===== config.mk =====
export PLATFORM = sky130hd
export DESIGN_NAME = rf_wb_scheduler
export DESIGN_NICKNAME = d
export VERILOG_FILES = /design/src/rtl/rf_wb_scheduler.sv
export SDC_FILE = /design/constraint.sdc
export NUM_CORES = 1
export LEC_CHECK = 0
export ABC_CLOCK_PERIOD_IN_PS = 6950
export CAP_MARGIN = 20
export CELL_PAD_IN_SITES_DETAIL_PLACEMENT = 0
export CELL_PAD_IN_SITES_GLOBAL_PLACEMENT = 1
export CORE_MARGIN = 8
export CORE_UTILIZATION = 52
export DETAILED_ROUTE_END_ITERATION = 10
export DONT_BUFFER_PORTS = 1
export PLACE_DENSITY = 0.95
export SYNTH_ARGS = -nofsm -noshare
export SYNTH_HDL_FRONTEND = slang
export SYNTH_SLANG_ARGS = --single-unit

===== constraint.sdc =====
create_clock -name clk -period 6.95 [get_ports clk]
set_clock_uncertainty 0.2 [all_clocks]
set_input_delay 0.695 -clock clk [delete_from_list [all_inputs] [get_ports clk]]
set_output_delay 0.695 -clock clk [all_outputs]
set_load 0.02 [all_outputs]

===== src/rtl/rf_wb_scheduler.sv =====
// Write-port scheduler for the register file: round-robin arbitration between EXU (A)
// and LSU (B) writebacks, a registered write stage, and a per-register busy scoreboard.
module rf_wb_scheduler #(
  parameter int DATA_WIDTH  = 32,
  parameter int REG_NUM     = 32,
  parameter int REG_NUM_BIT = 5
) (
  input  logic                   clk,
  input  logic                   rst_n,
  input  logic                   iss_valid,
  input  logic                   iss_wr,
  input  logic [REG_NUM_BIT-1:0] iss_rd,
  input  logic [REG_NUM_BIT-1:0] iss_rs1,
  input  logic [REG_NUM_BIT-1:0] iss_rs2,
  output logic                   iss_ready,
  input  logic                   wb_a_valid,
  input  logic [REG_NUM_BIT-1:0] wb_a_addr,
  input  logic [DATA_WIDTH-1:0]  wb_a_data,
  output logic                   wb_a_ready,
  input  logic                   wb_b_valid,
  input  logic [REG_NUM_BIT-1:0] wb_b_addr,
  input  logic [DATA_WIDTH-1:0]  wb_b_data,
  output logic                   wb_b_ready,
  output logic                   rf_wen,
  output logic [REG_NUM_BIT-1:0] rf_waddr,
  output logic [DATA_WIDTH-1:0]  rf_wdata,
  output logic [REG_NUM-1:0]     busy
);

  typedef enum logic {SRC_A = 1'b0, SRC_B = 1'b1} src_e;

  src_e                   rr_last_r;
  logic                   rf_wen_r;
  logic [REG_NUM_BIT-1:0] rf_waddr_r;
  logic [DATA_WIDTH-1:0]  rf_wdata_r;
  logic [REG_NUM-1:0]     busy_r;
  logic [REG_NUM-1:0]     busy_nxt_s;
  logic                   grant_a_s;
  logic                   grant_b_s;
  logic                   win_s;
  logic                   win_wen_s;
  logic [REG_NUM_BIT-1:0] win_addr_s;
  logic [DATA_WIDTH-1:0]  win_data_s;
  logic                   iss_ready_s;

  // Round-robin grant: under contention the source that did not win last goes first
  always_comb begin
    grant_a_s = 1'b0;
    grant_b_s = 1'b0;
    case ({wb_a_valid, wb_b_valid})
      2'b10: grant_a_s = 1'b1;
      2'b01: grant_b_s = 1'b1;
      2'b11: begin
        if (rr_last_r == SRC_B) begin
          grant_a_s = 1'b1;
        end else begin
          grant_b_s = 1'b1;
        end
      end
      default: begin
        grant_a_s = 1'b0;
        grant_b_s = 1'b0;
      end
    endcase
  end

  // Winner field mux; x0 writes complete the handshake but never enable the port
  always_comb begin
    win_s = grant_a_s | grant_b_s;
    if (grant_b_s) begin
      win_addr_s = wb_b_addr;
      win_data_s = wb_b_data;
    end else begin
      win_addr_s = wb_a_addr;
      win_data_s = wb_a_data;
    end
    win_wen_s = win_s && (win_addr_s != {REG_NUM_BIT{1'b0}});
  end

  // Issue hazard check against pending writes (RAW on sources, WAW on destination)
  always_comb begin
    iss_ready_s = !(busy_r[iss_rs1] | busy_r[iss_rs2] | (iss_wr & busy_r[iss_rd]));
  end

  // Scoreboard next state: clear on commit first, so a same-edge set wins
  always_comb begin
    busy_nxt_s = busy_r;
    if (rf_wen_r) begin
      busy_nxt_s[rf_waddr_r] = 1'b0;
    end else begin
      busy_nxt_s = busy_nxt_s;
    end
    if (iss_valid && iss_ready_s && iss_wr && (iss_rd != {REG_NUM_BIT{1'b0}})) begin
      busy_nxt_s[iss_rd] = 1'b1;
    end else begin
      busy_nxt_s = busy_nxt_s;
    end
    busy_nxt_s[0] = 1'b0;
  end

  // State registers: arbiter history, write stage and scoreboard
  always_ff @(posedge clk or negedge rst_n) begin
    if (!rst_n) begin
      rr_last_r  <= SRC_B;
      rf_wen_r   <= 1'b0;
      rf_waddr_r <= {REG_NUM_BIT{1'b0}};
      rf_wdata_r <= {DATA_WIDTH{1'b0}};
      busy_r     <= {REG_NUM{1'b0}};
    end else begin
      if (grant_a_s) begin
        rr_last_r <= SRC_A;
      end else if (grant_b_s) begin
        rr_last_r <= SRC_B;
      end
      rf_wen_r <= win_wen_s;
      if (win_wen_s) begin
        rf_waddr_r <= win_addr_s;
        rf_wdata_r <= win_data_s;
      end
      busy_r <= busy_nxt_s;
    end
  end

  assign iss_ready  = iss_ready_s;
  assign wb_a_ready = grant_a_s;
  assign wb_b_ready = grant_b_s;
  assign rf_wen     = rf_wen_r;
  assign rf_waddr   = rf_waddr_r;
  assign rf_wdata   = rf_wdata_r;
  assign busy       = busy_r;

endmodule


==> results.py, run 1 <==
metrics = {
    "setup_path": {
        "critical_path.startpoint_type": "register",
        "timing.rr.end": "busy[14]",
        "timing.rr.start": "busy[10]",
        "cp_max_fo": 5,
        "reg2reg_depth": 6,
        "required_ns": 6.05,
        "crit_arrival_ns": 2.62,
        "critical_path_class": "register to primary output",
        "cp-end-kind": "primary output",
        "regToRegSetupSlack_ns": 3.63,
    },
    "timing": {
        "fin_ws_ns": 3.44,
        "fmax_ghz": 0.285,
        "finalMaxSlewViolations": 0,
        "fin_crit_sh": 0.505,
        "period_needed_ns": 3.51,
        "slew-limit-headroom": 0.586,
        "fin_tns_setup_ns": 0,
        "finalSetupViolCount": 0,
        "tightest_slew_ns": 0.605,
        "grt_setup_unrepaired": "false",
        "finalHoldViolCount": 0,
    },
    "die": {
        "dieArea_sq_um": 11500,
        "fp.dieW_um": 107,
        "ios": 168,
        "initial_core_util": 0.530,
        "rows": 33,
        "placeableCoreArea_sq_um": 8130,
        "die_h_um": 107,
    },
    "cts": {
        "clockBufferDepth": 2,
        "root_buffer": "clkbuf_8",
        "cts_max_level": 3,
        "tritoncts": "done",
        "numClockSinks": 70,
        "clk_latency_ns": 0.34,
        "cts_inserted_buffers": 9,
        "clk_pin_slew_ns": 0.08,
        "post-cts-setup-buffers": 0,
    },
    "synthesis": {
        "synth_edf_count": 0,
        "synth_cell_types": 56,
        "syn_nets": 497,
        "yosysTopAreaCell": "dfrtp_1",
        "async_flop_share": 1.00,
        "avgSynthCellArea_sq_um": 10.7,
        "netlist_area_sq_um": 4310,
        "synthTopCellsByArea": "dfrtp_1 40%, mux2i_1 12%, mux4_2 7.8%",
        "ys_ff_latch": 70,
        "synthCells": 402,
        "dominantRegCellSynth": "dfrtp_1",
        "netlist.area_leader.share": 0.400,
        "yosysSeqAreaShare": 0.406,
        "ys_warn_count": 0,
    },
    "global_route": {
        "antenna_found_initial": 0,
        "grt_max_degree": 71,
        "first_global_vias": 3398,
        "grt.total_usage": 0.209,
        "grt-ovfl-total": 0,
        "grt_pass1_wl_um": 18900,
    },
    "routing": {
        "vias": 3325,
        "routedWlPerCell_um": 25.2,
        "routed_via_density": 6.76,
        "drc": 0,
        "wl_um": 12400,
        "dr.pass1.iters": 5,
        "first_iter_violations": 243,
        "ant_nets": 0,
    },
    "layout": {
        "drive_above_1_share": 0.176,
        "nNetsFinal": 477,
        "diodes": 0,
        "syn_to_final_growth_pct": 5.40,
        "layout.cells.non_filler": 492,
        "utilization": 0.559,
    },
    "power_and_ir_drop": {
        "power_density_nw_per_um2": 372,
        "p_leak_nw": 1.77,
        "peakVddDrop_uv": 180,
    },
    "placement": {
        "dp_hpwl_um": 9470,
        "gp_congestion": 0.890,
        "dp_cells": 475,
        "numPortBuffers": 0,
        "pre_cts_ws_ns": 3.49,
    },
    "run_status": {
        "status": "complete, no violations",
    },
    "hold_path": {
        "hold_class": "input port to async pin",
    },
    "job": {
        "maxCapViolCount": 0,
    },
}
## what timing repair did
action,4_1_cts,5_1_grt
hold buffers,1,0
gates resized for setup,0,0
endpoints found under the hold margin,70,0
## synthesized netlist by cell type, drive strengths merged (2+ instances only)
master / n
or3: 6
nor4: 2
or2b: 2
mux2i: 51
clkbuf: 21
nand4b: 2
nand3: 8
nand2b: 8
and3: 3
o41ai: 11
mux4: 15
nor3: 5
o31a: 2
o22ai: 5
or4: 2
dfrtp: 69
or4b: 2
nand3b: 4
nand2: 9
or3b: 2
a21oi: 38
o32ai: 2
nor2: 41
inv: 3
buf: 13
o31ai: 17
mux2: 3
nor2b: 5
o21ai: 37
## state kept, by name, summed over array words and instances, names as in the netlist
register,flops
rf_wdata,32
rr_last_r,1
busy,31
rf_waddr,5
rf_wen,1
## per-layer routing
metal / share of wire / routed length (um) / track usage / vias to the layer above
li1: - / - / - / 1476
met2: 0.47 / 5830 / 0.328 / 233
met3: 0.14 / 1770 / 0.0942 / 20
met4: 0.019 / 232 / 0.0955 / 0
met5: 0 / 0 / 0 / -
met1: 0.37 / 4540 / 0.240 / 1596
## where the power goes
group,switching (mW),internal [mW]
sequential,0.343,0.521
combinational,0.180,0.214
clock,0.149,0.284
total,0.672,1.02
## per-stage QoR
step | hold slack, ns | cell area [sq um] | power, mW
after floorplan | 0.199 | 4310 | 1.12
after global placement | 0.202 | 4250 | 1.22
after detailed placement | 0.202 | 4250 | 1.25
after CTS | 0.0342 | 4550 | 1.70
after global routing | 0.0416 | 4550 | 1.77
final | 0.0323 | 4550 | 1.69
## area by class of cell
type / instances / area [sq um]
Fill cell: 669 / 3590
Multi-Input combinational cell: 295 / 2340
Sequential cell: 70 / 1750
Clock buffer: 10 / 138
Clock inverter: 6 / 133
Tap cell: 105 / 131
Timing Repair Buffer: 3 / 42.5
Inverter: 3 / 11.3
## worst max path at each step
| stage | cells after the start | end | start |
|---|---|---|---|
| after floorplan | 6 | iss_ready | iss_rs1[2] |
| after global placement | 6 | busy[12] | iss_rd[0] |
| after detailed placement | 6 | busy[24] | iss_rd[0] |
| after CTS | 5 | iss_ready | busy[10] |
| after global routing | 5 | iss_ready | busy[10] |
| final | 5 | iss_ready | busy[10] |
## critical path, stage by stage (launching register included)
cell     delay (ns)
dfrtp_1        0.52
mux4_2         0.51
and3_1         0.20
or4_4          0.53
o31ai_1        0.19
and3_1         0.33
## logic make-up (layout without fill, tap and decap cells)
| group | after synthesis | count (layout) | share of synthesized area |
|---|---|---|---|
| AOI/OAI and AO/OA | 120 | 120 | 0.194 |
| muxes | 69 | 69 | 0.205 |
| buffers and inverters | 37 | 22 | 0.0569 |
| and+or+nand+nor | 105 | 105 | 0.137 |
| DFF | 70 | 70 | 0.406 |
| other | 1 | 1 | 0.000869 |
## layout by cell type, fill, tap and decap left out, drive strengths merged, types with 3 or more instances in the layout
cell type / synthesis / layout
o31ai: 17 / 17
a21oi: 38 / 38
nand3: 8 / 8
o22ai: 5 / 5
nand2b: 8 / 8
nor2b: 5 / 5
dfrtp: 69 / 69
or3: 6 / 6
buf: 13 / 3
nand2: 9 / 9
inv: 3 / 3
o21ai: 37 / 37
clkbuf: 21 / 10
o41ai: 11 / 11
mux4: 15 / 15
nor2: 41 / 41
mux2: 3 / 3
nand3b: 4 / 4
bufinv: 0 / 4
and3: 3 / 3
mux2i: 51 / 51
nor3: 5 / 5
Note: power is estimated with default switching activity, not from simulation.
==> run 2: changes to the inputs <==
Settings changed: ABC_CLOCK_PERIOD_IN_PS 6950 to 2900, CORE_UTILIZATION 52 to 43, PLACE_DENSITY 0.95 to 0.87.
Clock period 6.95 ns to 2.9 ns, I/O delays scaled along.
==> run 2 against run 1 <==
  * Combinational power grew to 3.6 times the previous value
  * Sequential share of layout area shrank 7.2 points
  * Via count grew 17%
  * Routed wire length rose by 23%
  * Highest routed layer unchanged
==> results.py, run 2 (same netlist as run 1, synthesis figures left out) <==
metrics = {
    "run_status": {
        "status": "complete, no violations",
    },
    "setup_path": {
        "crit_arrival_ns": 2.34,
        "timing.rr.start": "busy[10]",
        "cp-end-kind": "primary output",
        "required_ns": 2.41,
        "timing.rr.end": "busy[6]",
        "critical_path.startpoint_type": "register",
        "critical_path_class": "register to primary output",
        "regToRegSetupSlack_ns": 0.12,
        "reg2reg_depth": 8,
        "cp_max_fo": 2,
    },
    "power_and_ir_drop": {
        "power_switching_mw": 1.74,
        "p_sw_frac": 0.393,
        "power_density_nw_per_um2": 793,
        "clockPowerShare": 0.237,
        "p_int_mw": 2.69,
        "p_leak_nw": 2.22,
        "combPwrFrac": 0.322,
        "peakVddDrop_uv": 424,
        "seqPwrFrac": 0.441,
    },
    "timing": {
        "finalSetupViolCount": 0,
        "finalHoldViolCount": 0,
        "fmax_ghz": 0.353,
        "grt_setup_unrepaired": "false",
        "fin_crit_sh": 0.977,
        "finalMaxSlewViolations": 0,
        "tightest_slew_ns": 0.784,
        "holdWs_ns": 0.0217,
        "fin_ws_ns": 0.0656,
        "period_needed_ns": 2.83,
        "slew-limit-headroom": 0.476,
    },
    "routing": {
        "wl_met2_um": 7440,
        "ant_nets": 0,
        "drc": 0,
        "wl_met1_um": 5510,
        "routedWlPerCell_um": 24.5,
        "vias": 3882,
        "routed_via_density": 6.23,
        "wl_um": 15300,
        "first_iter_violations": 285,
        "wl_met3_um": 2040,
        "dr.pass1.iters": 6,
        "top_layer_used": "met4",
    },
    "placement": {
        "dp_cells": 520,
        "dp_hpwl_um": 10100,
        "pre_cts_ws_ns": -0.0641,
        "gp_congestion": 0.896,
        "numPortBuffers": 0,
        "place_area_sq_um": 4420,
    },
    "layout": {
        "layout_commonest_cell": "dlygate4sd3_1",
        "diodes": 0,
        "largest_reg_flops": 32,
        "fillers": 776,
        "layout.cells.non_filler": 623,
        "drive_above_1_share": 0.196,
        "final_cell_mix": "79 x dlygate4sd3_1, 67 x dfrtp_1, 51 x mux2i_1",
        "final_cell_area_sq_um": 5590,
        "syn_to_final_growth_pct": 29.6,
        "nNetsFinal": 580,
    },
    "global_route": {
        "grt.total_usage": 0.226,
        "antenna_found_initial": 0,
        "grt_pass1_wl_um": 23100,
        "first_global_vias": 4143,
        "grt_max_degree": 71,
        "grt-ovfl-total": 0,
    },
    "die": {
        "rows": 36,
        "dieArea_sq_um": 13500,
        "ios": 168,
        "die_h_um": 116,
        "fp.dieW_um": 116,
        "initial_core_util": 0.441,
        "placeableCoreArea_sq_um": 9770,
    },
    "cts": {
        "root_buffer": "clkbuf_8",
        "clockBufferDepth": 2,
        "cts_inserted_buffers": 9,
        "clk_pin_slew_ns": 0.08,
        "tritoncts": "done",
        "cts_max_level": 3,
        "clk_latency_ns": 0.34,
        "numClockSinks": 70,
    },
    "hold_path": {
        "min-delay-start": "wb_a_valid",
        "hold_end": "rf_wen",
        "hold_depth": 2,
        "hold_class": "input port to register",
    },
    "job": {
        "maxCapViolCount": 0,
    },
}
[run 2: cell types whose count changed in the layout (fill, tap and decap cells not counted), sizes merged]
cell / previous run / this run
dlygate4sd3: 0 / 79
buf: 3 / 27
[run 2: worst max path at each step]
stage / from / end / slack (ns) / cells past startpoint
floorplan: busy[11] / busy[16] / 0.12 / 7
global placement: busy[11] / busy[16] / 0.04 / 7
detailed placement: busy[11] / busy[6] / -0.06 / 7
CTS: busy[29] / iss_ready / 0.02 / 5
global route: busy[10] / iss_ready / 0.002 / 5
finish: busy[10] / iss_ready / 0.07 / 5
[run 2: layout make-up]
type | instances | area, sq um | share of cell area
Multi-Input combinational cell | 295 | 2360 | 0.422
Sequential cell | 70 | 1760 | 0.314
Timing Repair Buffer | 106 | 1030 | 0.184
Tap cell | 133 | 166 | 0.0298
Clock buffer | 10 | 138 | 0.0246
Clock inverter | 6 | 133 | 0.0237
Inverter | 3 | 11.3 | 0.00201
[run 2: power by group through the flow]
stage	Sequential (mW)	Clock, mW	Combinational, mW
finish	1.95	1.05	1.43
CTS	1.94	1.07	1.38
global placement	1.93	0	1.17
detailed placement	1.95	0	1.21
global route	1.99	1.11	1.53
floorplan	1.86	0	0.836
[run 2: stage by stage]
step	TNS [ns]	power, mW	util
finish	0	4.43	0.572
global route	0	4.64	0.572
CTS	0	4.39	0.565
detailed placement	-0.175	3.16	0.453
global placement	0	3.10	0.453
floorplan	0	2.69	-
[run 2: per-layer routing]
metal / GRT usage / vias up
met1: 0.252 / 1911
met4: 0.0795 / 0
met2: 0.378 / 263
li1: - / 1684
met3: 0.0957 / 24
met5: 0 / -
[run 2: repair_timing]
item                                    CTS  global route
setup buffers                             2             5
endpoints found under the hold margin   128             2
hold buffers                             78             2
endpoints found under the setup margin    8             5
pin swaps                                 4             2
resized for setup                         6             1
cloned                                    0             0
[run 2: worst max-delay path, stage by stage (launching register included)]
cell and delay, ns:
dfrtp_1 0.39, mux4_2 0.47, and3_1 0.20, or4_4 0.44
o31ai_1 0.25, and3_4 0.26
